--- src/rtl/datapath_param.sv ---
// Parametrised accumulator datapath: AR/DR/PC/IR/AC, a small general
// register file, a shared bus mux, an ALU with registered Z/N/C flags and
// a multi-cycle shift-add multiplier with a busy/done handshake.
module datapath_param #(
    parameter int WIDTH  = 16,
    parameter int NREGS  = 4,
    parameter int REG_AW = 2
) (
    input  logic              clock,
    input  logic              reset_n,
    input  logic [WIDTH-1:0]  dram_in,
    input  logic [WIDTH-1:0]  iram_in,
    input  logic [3:0]        bus_sel,
    input  logic [REG_AW-1:0] reg_sel,
    input  logic              ld_ar,
    input  logic              ld_dr,
    input  logic              ld_r,
    input  logic              ld_ac,
    input  logic              ld_ir,
    input  logic              ld_pc,
    input  logic              inc_pc,
    input  logic              alu_en,
    input  logic [2:0]        alu_op,
    input  logic              mul_start,
    output logic [WIDTH-1:0]  bus_out,
    output logic [WIDTH-1:0]  addr_out,
    output logic [WIDTH-1:0]  pc_addr,
    output logic [WIDTH-1:0]  ir_out,
    output logic [2:0]        flags,
    output logic              busy,
    output logic              done
);

    typedef enum logic [1:0] {
        IDLE = 2'd0,
        RUN  = 2'd1,
        DONE = 2'd2
    } state_t;

    localparam int CW     = $clog2(WIDTH + 1);
    // The file is sized to the full select range so any reg_sel indexes
    // a real entry; entries at NREGS and above are never written.
    localparam int RDEPTH = 2 ** REG_AW;

    logic [WIDTH-1:0]   ar, dr, pc, ir, ac;
    logic [WIDTH-1:0]   regs [RDEPTH];
    logic               z_f, n_f, c_f;

    state_t             state, state_next;
    logic [CW-1:0]      count;
    logic [WIDTH-1:0]   mcand;
    // Upper half accumulates partial sums, lower half holds the remaining
    // multiplier bits; after WIDTH shifts it holds the full product.
    logic [2*WIDTH-1:0] acc, acc_step;
    logic [WIDTH:0]     psum;
    logic               last_iter;
    logic               mul_accept;

    logic               reg_valid;
    logic [WIDTH-1:0]   bus;
    logic [WIDTH-1:0]   alu_res;
    logic               alu_c;
    logic [WIDTH:0]     alu_wide;

    assign reg_valid  = (32'(reg_sel) < NREGS);
    assign busy       = (state == RUN);
    assign done       = (state == DONE);
    assign last_iter  = (state == RUN) && (count == CW'(WIDTH - 1));
    assign mul_accept = (state != RUN) && mul_start;

    assign bus_out  = bus;
    assign addr_out = ar;
    assign pc_addr  = pc;
    assign ir_out   = ir;
    assign flags    = {z_f, n_f, c_f};

    // Shared bus source mux.
    always_comb begin
        bus = '0;
        case (bus_sel)
            4'd1:    bus = ar;
            4'd2:    bus = pc;
            4'd3:    bus = ir;
            4'd4:    bus = dr;
            4'd5:    bus = reg_valid ? regs[reg_sel] : '0;
            4'd6:    bus = ac;
            4'd7:    bus = dram_in;
            4'd8:    bus = iram_in;
            default: bus = '0;
        endcase
    end

    // ALU: A = AC, B = bus, carry/borrow/shift-out into C.
    always_comb begin
        alu_res  = '0;
        alu_c    = 1'b0;
        alu_wide = '0;
        case (alu_op)
            3'b000: alu_res = bus;
            3'b001: begin
                alu_wide = {1'b0, ac} + {1'b0, bus};
                alu_res  = alu_wide[WIDTH-1:0];
                alu_c    = alu_wide[WIDTH];
            end
            3'b010: begin
                alu_wide = {1'b0, ac} - {1'b0, bus};
                alu_res  = alu_wide[WIDTH-1:0];
                alu_c    = alu_wide[WIDTH];
            end
            3'b011: alu_res = ac & bus;
            3'b100: alu_res = ac | bus;
            3'b101: alu_res = ac ^ bus;
            3'b110: begin
                alu_res = {ac[WIDTH-2:0], 1'b0};
                alu_c   = ac[WIDTH-1];
            end
            default: begin
                alu_res = {1'b0, ac[WIDTH-1:1]};
                alu_c   = ac[0];
            end
        endcase
    end

    // One shift-add iteration of the multiplier.
    always_comb begin
        psum     = {1'b0, acc[2*WIDTH-1:WIDTH]} + (acc[0] ? {1'b0, mcand} : '0);
        acc_step = {psum, acc[WIDTH-1:1]};
    end

    // Multiplier next-state logic.
    always_comb begin
        state_next = state;
        case (state)
            IDLE:    if (mul_start) state_next = RUN;
            RUN:     if (last_iter) state_next = DONE;
            DONE:    state_next = mul_start ? RUN : IDLE;
            default: state_next = IDLE;
        endcase
    end

    // Multiplier state register.
    always_ff @(posedge clock or negedge reset_n) begin
        if (!reset_n) state <= IDLE;
        else          state <= state_next;
    end

    // Multiplier operand latch and iteration registers.
    always_ff @(posedge clock or negedge reset_n) begin
        if (!reset_n) begin
            mcand <= '0;
            acc   <= '0;
            count <= '0;
        end else if (mul_accept) begin
            mcand <= ac;
            acc   <= {{WIDTH{1'b0}}, dr};
            count <= '0;
        end else if (state == RUN) begin
            acc   <= acc_step;
            count <= count + 1'b1;
        end
    end

    // Address, program counter and instruction registers.
    always_ff @(posedge clock or negedge reset_n) begin
        if (!reset_n) begin
            ar <= '0;
            pc <= '0;
            ir <= '0;
        end else begin
            if (ld_ar)       ar <= bus;
            if (ld_ir)       ir <= bus;
            if (ld_pc)       pc <= bus;
            else if (inc_pc) pc <= pc + 1'b1;
        end
    end

    // General register file writes.
    always_ff @(posedge clock or negedge reset_n) begin
        if (!reset_n) begin
            for (int unsigned i = 0; i < RDEPTH; i++) regs[i] <= '0;
        end else if (ld_r && reg_valid) begin
            regs[reg_sel] <= bus;
        end
    end

    // AC, DR and flags: multiply writeback owns them while busy.
    always_ff @(posedge clock or negedge reset_n) begin
        if (!reset_n) begin
            ac  <= '0;
            dr  <= '0;
            z_f <= 1'b0;
            n_f <= 1'b0;
            c_f <= 1'b0;
        end else if (last_iter) begin
            ac  <= acc_step[WIDTH-1:0];
            dr  <= acc_step[2*WIDTH-1:WIDTH];
            z_f <= (acc_step == '0);
            n_f <= acc_step[2*WIDTH-1];
            c_f <= |acc_step[2*WIDTH-1:WIDTH];
        end else if (!busy) begin
            if (alu_en) begin
                ac  <= alu_res;
                z_f <= (alu_res == '0);
                n_f <= alu_res[WIDTH-1];
                c_f <= alu_c;
            end else if (ld_ac) begin
                ac <= bus;
            end
            if (ld_dr) dr <= bus;
        end
    end

endmodule

--- config.mk ---
export PLATFORM = sky130hd
export DESIGN_NAME = datapath_param
export DESIGN_NICKNAME = d
export VERILOG_FILES = /design/src/rtl/datapath_param.sv
export SDC_FILE = /design/constraint.sdc
export NUM_CORES = 1
export LEC_CHECK = 0
export CAP_MARGIN = 0
export CORE_ASPECT_RATIO = 0.7
export CORE_MARGIN = 2
export CORE_UTILIZATION = 24
export CTS_CLUSTER_DIAMETER = 50
export CTS_CLUSTER_SIZE = 24
export DETAILED_ROUTE_END_ITERATION = 10
export PLACE_DENSITY = 0.49
export SLEW_MARGIN = 25
export SYNTH_ARGS = -nofsm -noshare
export SYNTH_HDL_FRONTEND = slang
export SYNTH_SLANG_ARGS = --single-unit
--- constraint.sdc ---
create_clock -name clock -period 5.1 [get_ports clock]
set_input_delay 1.02 -clock clock [delete_from_list [all_inputs] [get_ports clock]]
set_output_delay 1.02 -clock clock [all_outputs]
set_load 0.03 [all_outputs]
Yosys cells after proc, flatten, opt, wreduce, memory -nomap -nowiden
Index checks and enable logic that the tools add are counted.
- RAM bits: 0
- output and inout port bits: 69
- register bits after elaboration: 202
- memories: 0
- ROM bits: 0
- latch bits: 0
- div/mod/pow operators: 0
- shifts and indexed selects: 0
- reductions and logical operators: 18
- multiply operators: 0
- bitwise gates (word level): 4
- eq/ne operators: 20
- order comparisons: 2
- $add $sub $neg: 5
- muxes and demuxes: 36
- operator list (cell ; count):
    two-way mux 16 bit ; 13
    case mux 16 bit (8 select lines) ; 1
    case mux 16 bit (7 select lines) ; 1
    bitwise mux 64 bit ; 1
    two-way mux 32 bit ; 2
    adder 16 x 16 -> 17 bit ; 2
    binary-select mux 16 bit (select 2 bit) ; 1
    demux 16 bit (select 2 bit) ; 1
    logical NOT 32 bit ; 1
    subtractor 16 x 16 -> 17 bit ; 1
    adder 16 x 1 -> 16 bit (second input constant) ; 1
    AND 16 bit ; 1
    equality test 4 x 3 -> 1 bit (second input constant) ; 4
    logical NOT 16 bit ; 1
    bitwise OR 16 bit ; 1
    OR reduction 16 bit ; 1
    XOR 16 bit ; 1
    two-way mux 1 bit ; 10
    two-way mux 5 bit ; 2
    equality test 3 bit (second input constant) ; 3
    equality test 4 x 2 -> 1 bit (second input constant) ; 2
    AND reduction 2 bit ; 4
    nonzero test 2 bit ; 4
    equality test 3 x 2 -> 1 bit (second input constant) ; 2
    20 further kinds ; 24

Logic depth before layout (Yosys ltp)
- depth in word-level cells: 11
- depth in mapped cells: 20
- depth with buffers taken out: 17

Worst setup path after synthesis
Ideal clock, no wire load.
- kind: in2reg
- start point: in bus_sel[0]
- end point: reg z_f
- setup slack: -0.192 ns
- data arrival time: 5.210 ns
- required time: 5.018 ns
- cell stages on the path: 20
- cell sequence: buf_2 -> nor4b_2 -> clkbuf_1 -> nand2_1 -> o21ai_1 -> a221oi_1 -> clkbuf_1 -> inv_1 -> ha_1 -> fa_1 -> o21bai_1 -> a2111oi_0 -> xnor2_1 -> nor2_1 -> o32ai_1 -> o221ai_1 -> nor4b_2 -> nand4b_1 -> or3_1 -> a31oi_1
- longest elaborated chain between the ends: 8
- RTL lines (item ; line ; source):
    from (decl) ; 13 ; input logic [3:0] bus_sel,
    equality test 4 bit, or another cell as far along ; 80 ; case (bus_sel)
    case mux 16 bit (8 select lines) * ; 80 ;
    net bus_out[0] ; 25 ; output logic [WIDTH-1:0] bus_out,
    subtractor 16 x 16 -> 17 bit, or another cell as far along ; 106 ; alu_wide = {1'b0, ac} - {1'b0, bus};
    case mux 16 bit (7 select lines) * ; 98 ; case (alu_op)
    logical NOT 16 bit * ; 203 ; z_f <= (alu_res == '0);
    two-way mux 1 bit * ; 201 ; if (alu_en) begin
    two-way mux 1 bit * ; 200 ; end else if (!busy) begin
    two-way mux 1 bit * ; 194 ; end else if (last_iter) begin
    to (signal assigned) ; 197 ; z_f <= (acc_step == '0);
    to (signal assigned) ; 203 ;
    to (decl) ; 47 ; logic z_f, n_f, c_f;
Mark *: on every way through the listed nets, which the timed path passes. The rest lies on a longest branch. The select of a mux whose other input is x is not followed.
A chain may end at the register's enable or synchronous reset.

Worst setup path in the final report
- start point: in bus_sel[3]
- end point: reg z_f
- longest elaborated chain between the ends: 8
- RTL lines (item ; line):
    equality test 4 bit, or another cell as far along ; 80
    case mux 16 bit (8 select lines) * ; 80
    subtractor 16 x 16 -> 17 bit, or another cell as far along ; 106
    case mux 16 bit (7 select lines) * ; 98
    logical NOT 16 bit * ; 203
    two-way mux 1 bit * ; 201
    two-way mux 1 bit * ; 200
    two-way mux 1 bit * ; 194
Every way passes the cells marked *; elsewhere a longest branch is shown, timed or not. The select of a mux whose other input is x is not followed.

==> out/results.ini <==
[status]
status = complete, no violations

[worst_setup_path]
worstPathCellList = dlygate4sd2_1, nand2b_1, buf_6, o22ai_1, a222oi_1, buf_4, buf_4, inv_2, buf_4, ha_1, buf_4, a21oi_1, nor3b_1, o31ai_1, xnor2_1, o221ai_1, o22a_1, nor2_1, nand4b_1, or3_1, a31oi_1
crit_arrival_ns = 5.38
worstSetupStartpointType = primary input
cp.required_ns = 5.58
max_stage_delay_ns = 0.41
crit_type = primary input to flop
critical_path.most_common_cell = buf_4
cp_slowest_cell = a222oi_1
cp_max_fo = 10
endpoint_kind = flop

[routing]
post_drt_wl_per_cell_um = 22.9
ant_nets = 0
drt_iter0_drc = 1462
drc = 0
viasPerCell = 5.18
via_count = 13876
wl_um = 61300
dr.pass1.iters = 7

[global_route]
grt_pass1_wl_um = 90200
antenna_found_initial = 1
grt_remaining_overflow = 0
grt_max_degree = 92
grt_use_total_pct = 20.2
first_global_vias = 13252

[synth]
syn-cell-area_um2 = 13700
ys_ff_latch = 202
synth_cells = 1626
ys_warn_count = 0
synth-edff-count = 0
ys_seq_area_share_pct = 36.8
synthFlopType = dfrtp_1
syn_area_per_cell_um2 = 8.44
synth_nets = 1753
async_flop_share_pct = 100
synth_cell_types = 88

[placement]
dp_slack_ns = -0.917
finalWeightedCongestion = 0.972
hpwl_um = 47200
portBuffers = 120
dpl_cell_area_um2 = 17300

[timing]
max_slew.worst_pin.slew_ns = 1.01
setup_tns_ns = 0
timing.slew.headroom_pct = 32.2
layout_worst_path_cycle_share_pct = 96.1
final_hold_viol_count = 0
fin_ws_ns = 0.200
slew_violations = 0
rsz0062_at_grt = no
fin_skew_ns = 0.0203
finalSetupViolations = 0
fin_crit_ns = 4.90
max_freq_mhz = 204

[die]
rows = 73
initial_core_util_pct = 24.2
core_um2 = 56600
die_w_um = 290
die-area_um2 = 59100
io_pins = 121
die_y_um = 204

[hold_path]
worst_hold_path_type = primary input to async pin

[clock_network]
clock-root-buffer = clkbuf_16
insertion_delay_ns = 0.57
htreeDepth = 1
tritoncts = done
numCtsBuffers = 26
cts_max_path_buffers = 3
clkSinkCount = 202
clk_pin_slew_ns = 0.06

[pwr]
ir_worst_vdd_uv = 262
p_leak_nw = 8.20
pwr_density_cell_nw_per_um2 = 517

[finish]
num-nets-final = 2035
fill_cells = 5928
syn_to_final_growth_pct = 35.2
final_cell_area_um2 = 18500
layout-drive-gt1-share_pct = 21.2
insertedDiodeCount = 0

[flow_run]
maxCapViolations = 0

==> critical path, delay by kind of cell <==
kind                       cells  cell delay, ns
AOI/OAI and AO/OA              7            1.84
xor gates and xnor gates       1            0.17
buffers and inverters          7            1.20
adders and majority gates      1            0.21
and+or+nand+nor                5            0.93
==> final timing paths <==
kind / slack (ns) / start / endpoint / cells past startpoint
setup / recovery: 0.20 / bus_sel[3] / z_f$_DFFE_PN0P_ / 21
hold / removal: 0.47 / reset_n / ir_out[3]$_DFFE_PN0P_ / 1
setup reg to reg: 0.48 / pc_addr[1]$_DFFE_PN0P_ / z_f$_DFFE_PN0P_ / 20
hold reg to reg: 0.47 / mcand[15]$_DFFE_PN0P_ / mcand[15]$_DFFE_PN0P_ / 2
max in group asynchronous: 3.57 / reset_n / mcand[8]$_DFFE_PN0P_ / 2
min in group clock: 0.47 / mcand[15]$_DFFE_PN0P_ / mcand[15]$_DFFE_PN0P_ / 2
==> state kept, by name (all words and copies together), names as in the netlist <==
signal	flops
pc_addr	16
state	2
dr	16
count	5
mcand	16
ac	16
z_f	1
regs	64
ir_out	16
c_f	1
addr_out	16
n_f	1
acc	32
==> cells by family (layout without fill, tap and decap cells) <==
| group | after synthesis | after routing | synth area share, % |
|---|---|---|---|
| muxes | 67 | 67 | 6.77 |
| adders and majority gates | 75 | 75 | 7.00 |
| xor gates and xnor gates | 37 | 37 | 2.36 |
| DFF | 202 | 202 | 36.8 |
| buffers and inverters | 181 | 483 | 5.33 |
| and+or+nand+nor | 547 | 547 | 18.5 |
| AOI/OAI and AO/OA | 517 | 517 | 23.2 |
==> where the power goes <==
group / internal, mW / leakage, nW / switching (mW)
sequential: 2.09 / 2.51 / 0.554
combinational: 2.06 / 5.23 / 2.85
clock: 1.24 / 0.459 / 0.786
==> through the flow <==
stage	instances	power (mW)	utilization (%)	hold WS (ns)
after floorplan	1626	5.07	-	0.442
after global placement	2622	7.29	30.6	0.457
after detailed placement	2622	7.33	30.6	0.462
after CTS	2675	9.43	32.5	0.476
after global routing	2678	10.1	32.8	0.500
final	2678	9.58	32.8	0.473
==> cell usage after synthesis, drive strengths merged, types with 23 or more instances <==
cell type  number  area, µm²
nand2         198        743
inv            60        225
dfrtp         202       5050
a22oi          26        200
buf            29        161
ha             72        901
nor2b          23        144
nor2          154        578
clkbuf         89        334
nand3          40        200
a21oi         148        741
mux2i          34        340
o21ai         188        945
xnor2          24        210
and2           23        144
==> routing by layer <==
| layer | share of wire (%) | vias up | track usage, % |
|---|---|---|---|
| li1 | - | 6372 | - |
| met1 | 50 | 6924 | 31.8 |
| met2 | 41 | 528 | 29.2 |
| met3 | 6.8 | 50 | 2.85 |
| met4 | 1.5 | 2 | 3.37 |
| met5 | 0.021 | - | 0 |
==> cells in the final DEF, fill, tap and decap left out, drive strengths merged, types with 9 or more instances in the layout <==
cell / synthesis / routed
xnor2: 24 / 24
nand2b: 16 / 16
clkdlybuf4s50: 0 / 92
clkbuf: 89 / 37
mux4: 17 / 17
clkinv: 3 / 10
and3: 11 / 11
o21ai: 188 / 188
a221oi: 10 / 10
xor2: 13 / 13
buf: 29 / 271
o221ai: 9 / 9
a31oi: 15 / 15
a21oi: 148 / 148
a22oi: 26 / 26
nor4: 11 / 11
o211ai: 9 / 9
nand3b: 10 / 10
o22ai: 15 / 15
and2: 23 / 23
mux2: 16 / 16
a211oi: 16 / 16
nor2: 154 / 154
nor2b: 23 / 23
mux2i: 34 / 34
dfrtp: 202 / 202
nor3: 15 / 15
inv: 60 / 62
o21bai: 9 / 9
nand2: 198 / 198
nand3: 40 / 40
nand4: 15 / 15
ha: 72 / 72
==> repair_timing <==
item,CTS,global route
setup endpoints to repair,11,9
cloned,1,1
pin swaps,4,9
hold buffers,0,0
resized for setup,19,40
buffers inserted,4,2
==> area by class of cell <==
| class | instances | area [µm²] | share of cell area (%) |
|---|---|---|---|
| inverters | 63 | 236 | 1.27 |
| multi-input cells | 1243 | 8180 | 44.1 |
| well taps | 750 | 938 | 5.06 |
| flip-flops and latches | 202 | 5050 | 27.3 |
| clock buffers | 32 | 703 | 3.79 |
| clock inverters | 16 | 240 | 1.30 |
| repair buffers | 372 | 3200 | 17.2 |
(Power assumes the default switching activity.)
